`src/rtl/m5_mem_pkg.sv`:
```
// Shared types for the sordM5 SDRAM arbiter: requester ids, FSM states and
// the layout of one buffered download byte.
package m5_mem_pkg;

  typedef enum logic [1:0] {
    OWN_DL   = 2'd0,
    OWN_CPU  = 2'd1,
    OWN_TAPE = 2'd2
  } owner_e;

  typedef enum logic [1:0] {
    IDLE     = 2'd0,
    ISSUE    = 2'd1,
    WAIT_ACK = 2'd2
  } arb_state_e;

  localparam logic [7:0] IOCTL_IDX_ROM = 8'd1;
  localparam logic [7:0] IOCTL_IDX_CAS = 8'd2;

  localparam int DL_W = 33;

  typedef struct packed {
    logic [24:0] addr;
    logic [7:0]  data;
  } dl_entry_t;

endpackage

```
`src/rtl/m5_dl_fifo.sv`:
```
// Small FIFO holding download bytes with their SDRAM addresses.
// The head entry is read straight from registered storage; a push is never visible in the same cycle.
module m5_dl_fifo #(
  parameter int WIDTH = 33,
  parameter int DEPTH = 4
) (
  input  logic             clk_i,
  input  logic             reset_n_i,
  input  logic             push_i,
  input  logic [WIDTH-1:0] din_i,
  input  logic             pop_i,
  output logic [WIDTH-1:0] dout_o,
  output logic             full_o,
  output logic             empty_o
);

  localparam int AW = $clog2(DEPTH);

  logic [WIDTH-1:0] mem [DEPTH];
  logic [AW-1:0]    wr_ptr;
  logic [AW-1:0]    rd_ptr;
  logic [AW:0]      count;
  logic             do_push;
  logic             do_pop;

  assign full_o  = (count == (AW+1)'(DEPTH));
  assign empty_o = (count == '0);
  assign dout_o  = mem[rd_ptr];

  // A push into a full FIFO is accepted only when the head leaves in the same cycle.
  assign do_pop  = pop_i & ~empty_o;
  assign do_push = push_i & (~full_o | do_pop);

  always_ff @(posedge clk_i) begin
    if (do_push) mem[wr_ptr] <= din_i;
  end

  always_ff @(posedge clk_i or negedge reset_n_i) begin
    if (!reset_n_i) begin
      wr_ptr <= '0;
      rd_ptr <= '0;
      count  <= '0;
    end else begin
      if (do_push) wr_ptr <= wr_ptr + 1'b1;
      if (do_pop)  rd_ptr <= rd_ptr + 1'b1;
      count <= count + (AW+1)'(do_push) - (AW+1)'(do_pop);
    end
  end

endmodule

```
`src/rtl/m5_sdram_arbiter.sv`:
```
// Shares the byte-wide SDRAM controller port between the ioctl download stream,
// the Z80 memory bus and the tape reader; also tracks the length of the last CAS image.
module m5_sdram_arbiter
  import m5_mem_pkg::*;
#(
  parameter logic [24:0] ROM_BASE    = 25'h000000,
  parameter logic [24:0] CAS_BASE    = 25'h100000,
  parameter int          FIFO_DEPTH  = 4,
  parameter int          TAPE_STARVE = 8,
  parameter int          ACK_TIMEOUT = 255
) (
  input  logic        clk_i,
  input  logic        reset_n_i,
  input  logic        ioctl_download_i,
  input  logic [7:0]  ioctl_index_i,
  input  logic        ioctl_wr_i,
  input  logic [24:0] ioctl_addr_i,
  input  logic [7:0]  ioctl_dout_i,
  input  logic        cpu_req_i,
  input  logic        cpu_we_i,
  input  logic [24:0] cpu_addr_i,
  input  logic [7:0]  cpu_din_i,
  output logic [7:0]  cpu_dout_o,
  output logic        cpu_ack_o,
  input  logic        tape_req_i,
  input  logic [23:0] tape_addr_i,
  output logic [7:0]  tape_dout_o,
  output logic        tape_ack_o,
  output logic        mem_req_o,
  output logic        mem_we_o,
  output logic [24:0] mem_addr_o,
  output logic [7:0]  mem_din_o,
  input  logic [7:0]  mem_dout_i,
  input  logic        mem_ack_i,
  output logic [23:0] cas_len_o,
  output logic        cas_valid_o,
  output logic        err_o,
  output logic [1:0]  state_o
);

  // Handshake: cpu/tape raise req as a level and hold it until their one-cycle ack;
  // mem_req_o is held with stable mem_* until the one-cycle mem_ack_i.

  arb_state_e  state;
  owner_e      owner;
  logic [15:0] tmo_cnt;
  logic [7:0]  starve_cnt;

  dl_entry_t   fifo_din;
  dl_entry_t   fifo_dout;
  logic        fifo_full;
  logic        fifo_empty;
  logic        fifo_pop;
  logic        dl_push;
  logic        fifo_overflow;

  logic        is_rom;
  logic        is_cas;
  logic        grant_valid;
  owner_e      grant_owner;
  logic        grant_we;
  logic [24:0] grant_addr;
  logic [7:0]  grant_din;
  logic        force_tape;
  logic        hold;
  logic        tmo_hit;

  logic        download_q;
  logic        cas_hit;
  logic [23:0] cas_end;
  logic [23:0] cas_max;

  assign state_o = state;

  assign is_rom        = (ioctl_index_i == IOCTL_IDX_ROM);
  assign is_cas        = (ioctl_index_i == IOCTL_IDX_CAS);
  assign dl_push       = ioctl_wr_i & ioctl_download_i & (is_rom | is_cas);
  assign fifo_din.addr = (is_cas ? CAS_BASE : ROM_BASE) + ioctl_addr_i;
  assign fifo_din.data = ioctl_dout_i;
  assign fifo_overflow = dl_push & fifo_full & ~fifo_pop;

  m5_dl_fifo #(
    .WIDTH(DL_W),
    .DEPTH(FIFO_DEPTH)
  ) u_dl_fifo (
    .clk_i    (clk_i),
    .reset_n_i(reset_n_i),
    .push_i   (dl_push),
    .din_i    (fifo_din),
    .pop_i    (fifo_pop),
    .dout_o   (fifo_dout),
    .full_o   (fifo_full),
    .empty_o  (fifo_empty)
  );

  // While an ack is pulsing the requester may still show req high; skip one decision so it is not served twice.
  assign hold       = cpu_ack_o | tape_ack_o;
  assign force_tape = tape_req_i & (starve_cnt == 8'(TAPE_STARVE));
  assign tmo_hit    = (state == WAIT_ACK) & ~mem_ack_i & (tmo_cnt == 16'(ACK_TIMEOUT - 1));

  always_comb begin
    grant_valid = 1'b0;
    grant_owner = OWN_DL;
    if (state == IDLE && !hold) begin
      if (force_tape) begin
        grant_valid = 1'b1;
        grant_owner = OWN_TAPE;
      end else if (!fifo_empty) begin
        grant_valid = 1'b1;
        grant_owner = OWN_DL;
      end else if (cpu_req_i) begin
        grant_valid = 1'b1;
        grant_owner = OWN_CPU;
      end else if (tape_req_i) begin
        grant_valid = 1'b1;
        grant_owner = OWN_TAPE;
      end
    end
  end

  always_comb begin
    grant_we   = 1'b0;
    grant_addr = CAS_BASE + {1'b0, tape_addr_i};
    grant_din  = 8'h00;
    case (grant_owner)
      OWN_DL: begin
        grant_we   = 1'b1;
        grant_addr = fifo_dout.addr;
        grant_din  = fifo_dout.data;
      end
      OWN_CPU: begin
        grant_we   = cpu_we_i;
        grant_addr = cpu_addr_i;
        grant_din  = cpu_din_i;
      end
      default: ;
    endcase
  end

  assign fifo_pop = grant_valid & (grant_owner == OWN_DL);

  always_ff @(posedge clk_i or negedge reset_n_i) begin
    if (!reset_n_i) begin
      state       <= IDLE;
      owner       <= OWN_DL;
      tmo_cnt     <= '0;
      starve_cnt  <= '0;
      mem_req_o   <= 1'b0;
      mem_we_o    <= 1'b0;
      mem_addr_o  <= '0;
      mem_din_o   <= '0;
      cpu_ack_o   <= 1'b0;
      cpu_dout_o  <= '0;
      tape_ack_o  <= 1'b0;
      tape_dout_o <= '0;
      err_o       <= 1'b0;
    end else begin
      cpu_ack_o  <= 1'b0;
      tape_ack_o <= 1'b0;
      err_o      <= err_o | fifo_overflow | tmo_hit;

      if (!tape_req_i || (grant_valid && grant_owner == OWN_TAPE))
        starve_cnt <= '0;
      else if (grant_valid && grant_owner == OWN_CPU && !force_tape)
        starve_cnt <= starve_cnt + 8'd1;

      case (state)
        IDLE: begin
          if (grant_valid) begin
            owner      <= grant_owner;
            mem_we_o   <= grant_we;
            mem_addr_o <= grant_addr;
            mem_din_o  <= grant_din;
            state      <= ISSUE;
          end
        end
        ISSUE: begin
          mem_req_o <= 1'b1;
          tmo_cnt   <= '0;
          state     <= WAIT_ACK;
        end
        WAIT_ACK: begin
          if (mem_ack_i) begin
            mem_req_o <= 1'b0;
            state     <= IDLE;
            if (owner == OWN_CPU) begin
              cpu_ack_o  <= 1'b1;
              cpu_dout_o <= mem_dout_i;
            end
            if (owner == OWN_TAPE) begin
              tape_ack_o  <= 1'b1;
              tape_dout_o <= mem_dout_i;
            end
          end else if (tmo_hit) begin
            // Abandon silently; the owner still holds req and is served again.
            mem_req_o <= 1'b0;
            state     <= IDLE;
          end else begin
            tmo_cnt <= tmo_cnt + 16'd1;
          end
        end
        default: state <= IDLE;
      endcase
    end
  end

  assign cas_hit = ioctl_wr_i & ioctl_download_i & is_cas;
  assign cas_end = ioctl_addr_i[23:0] + 24'd1;

  always_ff @(posedge clk_i or negedge reset_n_i) begin
    if (!reset_n_i) begin
      download_q  <= 1'b0;
      cas_max     <= '0;
      cas_len_o   <= '0;
      cas_valid_o <= 1'b0;
    end else begin
      download_q <= ioctl_download_i;
      if (ioctl_download_i && !download_q && is_cas) begin
        cas_valid_o <= 1'b0;
        cas_max     <= cas_hit ? cas_end : 24'd0;
      end else if (cas_hit && cas_end > cas_max) begin
        cas_max <= cas_end;
      end
      if (!ioctl_download_i && download_q && is_cas) begin
        cas_len_o   <= cas_max;
        cas_valid_o <= 1'b1;
      end
    end
  end

endmodule

```
`config.mk`:
```
export PLATFORM = sky130hd
export DESIGN_NAME = m5_sdram_arbiter
export DESIGN_NICKNAME = d
export VERILOG_FILES = /design/src/rtl/m5_mem_pkg.sv /design/src/rtl/m5_dl_fifo.sv /design/src/rtl/m5_sdram_arbiter.sv
export SDC_FILE = /design/constraint.sdc
export NUM_CORES = 1
export LEC_CHECK = 0
export CAP_MARGIN = 20
export CORE_MARGIN = 8
export CORE_UTILIZATION = 45
export DETAILED_ROUTE_END_ITERATION = 8
export PLACE_DENSITY = 0.69
export SLEW_MARGIN = 0
export SYNTH_ARGS = -nofsm -noshare
export SYNTH_HDL_FRONTEND = slang
export SYNTH_SLANG_ARGS = --single-unit
```
`constraint.sdc`:
```
create_clock -name clk_i -period 3.73 [get_ports clk_i]
set_input_delay 0.5595 -clock clk_i [delete_from_list [all_inputs] [get_ports clk_i]]
set_output_delay 0.5595 -clock clk_i [all_outputs]
set_load 0.005 [all_outputs]
```
==> metrics.md, run 1 <==
| Metric | Value |
|---|---|
| Most frequent cell after synthesis | nand2_1 |
| Final GP Congestion | 0.863 |
| Fraction of layout cells with a size suffix above 1 | 17.5% |
| FF+latch count, synth | 271 |
| Critical path required time | 4.18 ns |
| GR Layer Usage met3 | 3.96% |
| CTS Sinks | 271 |
| Async set-reset flop share out of synthesis | 51.3% |
| Initial cell density of the core | 45.4% |
| Final net count | 1484 |
| Utilization after layout | 60.8% |
| Clock Latency Late Sink | 0.54 ns |
| CP startpoint kind | input port |
| Busiest layer in global routing | met2 |
| EDFF count, synth | 132 |
| Max-Cap Viols | 0 |
| Post-route insts no fill | 1730 |
| Vias in the first global route | 9464 |
| Clock transition at path regs | 0.06 ns |
| Main flop type after synthesis | dfrtp_1 |
| Yosys top cell by area | edfxtp_1 |
| Grt ovf | 0 |
| Via/cell ratio | 5.32 |
| Slew HR | 32.7% |
| Worst-Margin Slew | 1.01 ns |
| Met2 usage | 31.7% |
| Final Skew | 0.0139 ns |
| Drt total wl | 32.2 mm |
| Initial antenna violation count | 1 |
| Worst Reg-to-Reg Cells | 11 |
| Pwr Density | 560 mW/mm^2 |
| CTS Hold Buffers Added | 0 |
| Crit path top cell by count | buf_4 |
| Outcome | complete, no violations |
| Sequential share of the synthesized area | 59.5% |
| Crit. End Element | flip-flop |
| Initial DRC Count | 532 |
| CTS tree | yes |
| Final Instance Area | 0.0167 sq mm |
| Detailed Routing Iterations Pass 1 | 5 |
| Routed vias | 9198 |
| Yosys warnings | 0 |
| Yosys top cell area share | 31.7% |
| Residual DRC count | 0 |
| Period utilization | 97.4% |
| Avg Cell Area, Syn | 12.0 sq um |
| Synth unique cells | 66 |
| Synth Cell Area | 0.0125 sq mm |
| Per-cell routed wire length | 18.6 um |
| Area after DPL | 0.0156 sq mm |
| Slew Limit Fails | 0 |
| Final Hold Viols | 0 |
| Core Region | 0.0276 sq mm |
| H-tree Lvls | 1 |
| Num CTS Buffers | 29 |
| DP Cell Count | 1663 |
| Dpl hpwl | 23.0 mm |
| Synth area leaders | edfxtp_1, dfrtp_1, mux4_2, nand2_1, ha_1 |
| Commonest cells post-synth | nand2_1, dfrtp_1, edfxtp_1 |
| Die area | 0.0334 sq mm |
| Total GRT Usage | 19.1% |
| Die Wd | 183 um |
| Crit path largest cell delay | 0.50 ns |
| ANT nets after route | 0 |
| Pleak | 0.00675 uW |
| Grt met1 use | 25.1% |
| # rows | 61 |
| Reg2Reg Setup Slack | 0.91 ns |
| Final Setup Violations | 0 |
| CP top delay family | buffers and inverters |
| Pin count of the biggest net entering global routing | 82 |
| Clk root buf | clkbuf_16 |
| I/O Pins | 195 |
| WS Path Type | in2reg |
| Bufs and invs on worst path | 5 |
| Global-route wire length before repair | 51.3 mm |
| Min-Delay Path Class | in2async |
| Worst IR Drop VDD | 0.000341 V |
| Crit path arrival time | 4.08 ns |
| Area delta synth->final | 34.0% |
| Clock tree buffer depth | 3 |
| IO Port Bufs | 194 |
| Tmin final | 3.63 ns |
| Die H | 183 um |
| Crit. path cell count | 16 |
| Max Freq | 0.275 GHz |
| # fillers | 2183 |
| CP max FO | 4 |
| CP Cell Sequence | clkdlybuf4s50_1, nand4_1, nor4_2, buf_4, buf_4, nand2_1, xnor2_2, ha_1, and2_1, a221o_1, a221o_2, nor3_4, buf_12, a211oi_4, buf_4, o221ai_2 |
| Mapped Cells | 1039 |
| Slowest stage cell, crit path | clkdlybuf4s50_1 |
| Post-Syn Nets | 1195 |
[flip-flops by register name, indices dropped and copies added (netlist names), 3 cells and up]
signal and count:
u_dl_fifo.count 3, cas_max 24, cpu_dout_o 8, tmo_cnt 16, mem_din_o 8, tape_dout_o 8, cas_len_o 24, mem_addr_o 25
u_dl_fifo.mem 132, starve_cnt 8
[power breakdown]
part / leakage, uW / switching [uW] / internal, uW
logic: 0.00342 / 1340 / 1450
registers: 0.00288 / 298 / 3490
clock network: 0.000454 / 1130 / 1660
[through the flow]
step,TNS (ns),setup slack (ns),total power [uW],hold WS (ns)
finish,0,0.0965,9370,0.0491
global route,-0.322,-0.0505,9890,0.119
CTS,0,0.00403,9480,0.0687
detailed placement,-21.35,-0.994,6670,0.464
global placement,-18.97,-0.886,6590,0.458
floorplan,0,0.0828,5270,0.264
[repair_timing]
item / 4_1_cts / 5_1_grt
buffers inserted: 4 / 5
resized for setup: 8 / 20
endpoints found under the hold margin: 0 / 0
pin swaps: 5 / 8
gates cloned: 2 / 1
setup endpoints to repair: 22 / 24
[path summary, 6_finish.rpt]
kind	from	endpoint
max in group asynchronous	reset_n_i	cas_len_o[9]
worst max-delay path	ioctl_addr_i[12]	cas_max[15]
worst max register to register	starve_cnt[0]	u_dl_fifo.count[2]
min in group clk_i	cpu_dout_o[0]	cpu_dout_o[0]
worst min-delay path	reset_n_i	mem_din_o[3]
worst min register to register	cpu_dout_o[0]	cpu_dout_o[0]
[per-layer routing]
metal  wire length (um)  vias up
met2              15400      272
met5                  0        -
met4                863        0
met1              13900     4521
met3               2080       54
li1                   -     4351
[kinds of logic (layout without fill, tap and decap cells)]
kind of cell,Yosys count,in the layout,share of synthesized area [%]
xor gates and xnor gates,51,51,3.57
DFF,271,271,59.5
other,0,2,0
and+or+nand+nor,345,345,12.7
AOI/OAI and AO/OA,193,195,10.5
muxes,34,34,6.04
adders and majority gates,42,42,4.26
buffers and inverters,103,412,3.33
[cell usage in the layout, fill, tap and decap left out, types with 15 or more instances in the layout]
cell and instances:
a21oi_1 23, a31oi_1 24, buf_4 101, clkbuf_16 30
clkdlybuf4s50_1 191, dfrtp_1 138, edfxtp_1 132, ha_1 41
inv_1 52, mux4_2 33, nand2_1 178, nand3_1 20
nand4_1 15, nor2_1 59, o211ai_1 34, o21ai_0 66
xnor2_1 24, xor2_1 24
[layout make-up]
class	count	area [sq um]	area share [%]
sequential	271	7440	44.5
multi-input combinational	667	4800	28.7
timing repair buffer	304	2880	17.2
clock buffer	41	822	4.91
tap	378	473	2.82
inverter	55	206	1.23
clock inverter	12	111	0.665
antenna	2	5.00	0.0299
No activity file was read; power rests on OpenSTA's default activity.
==> run 2: changes to the inputs <==
- CTS_CLUSTER_DIAMETER: unset -> 200
==> results of run 2 <==
Final layout, timing and power as in run 1 (identical DEF).
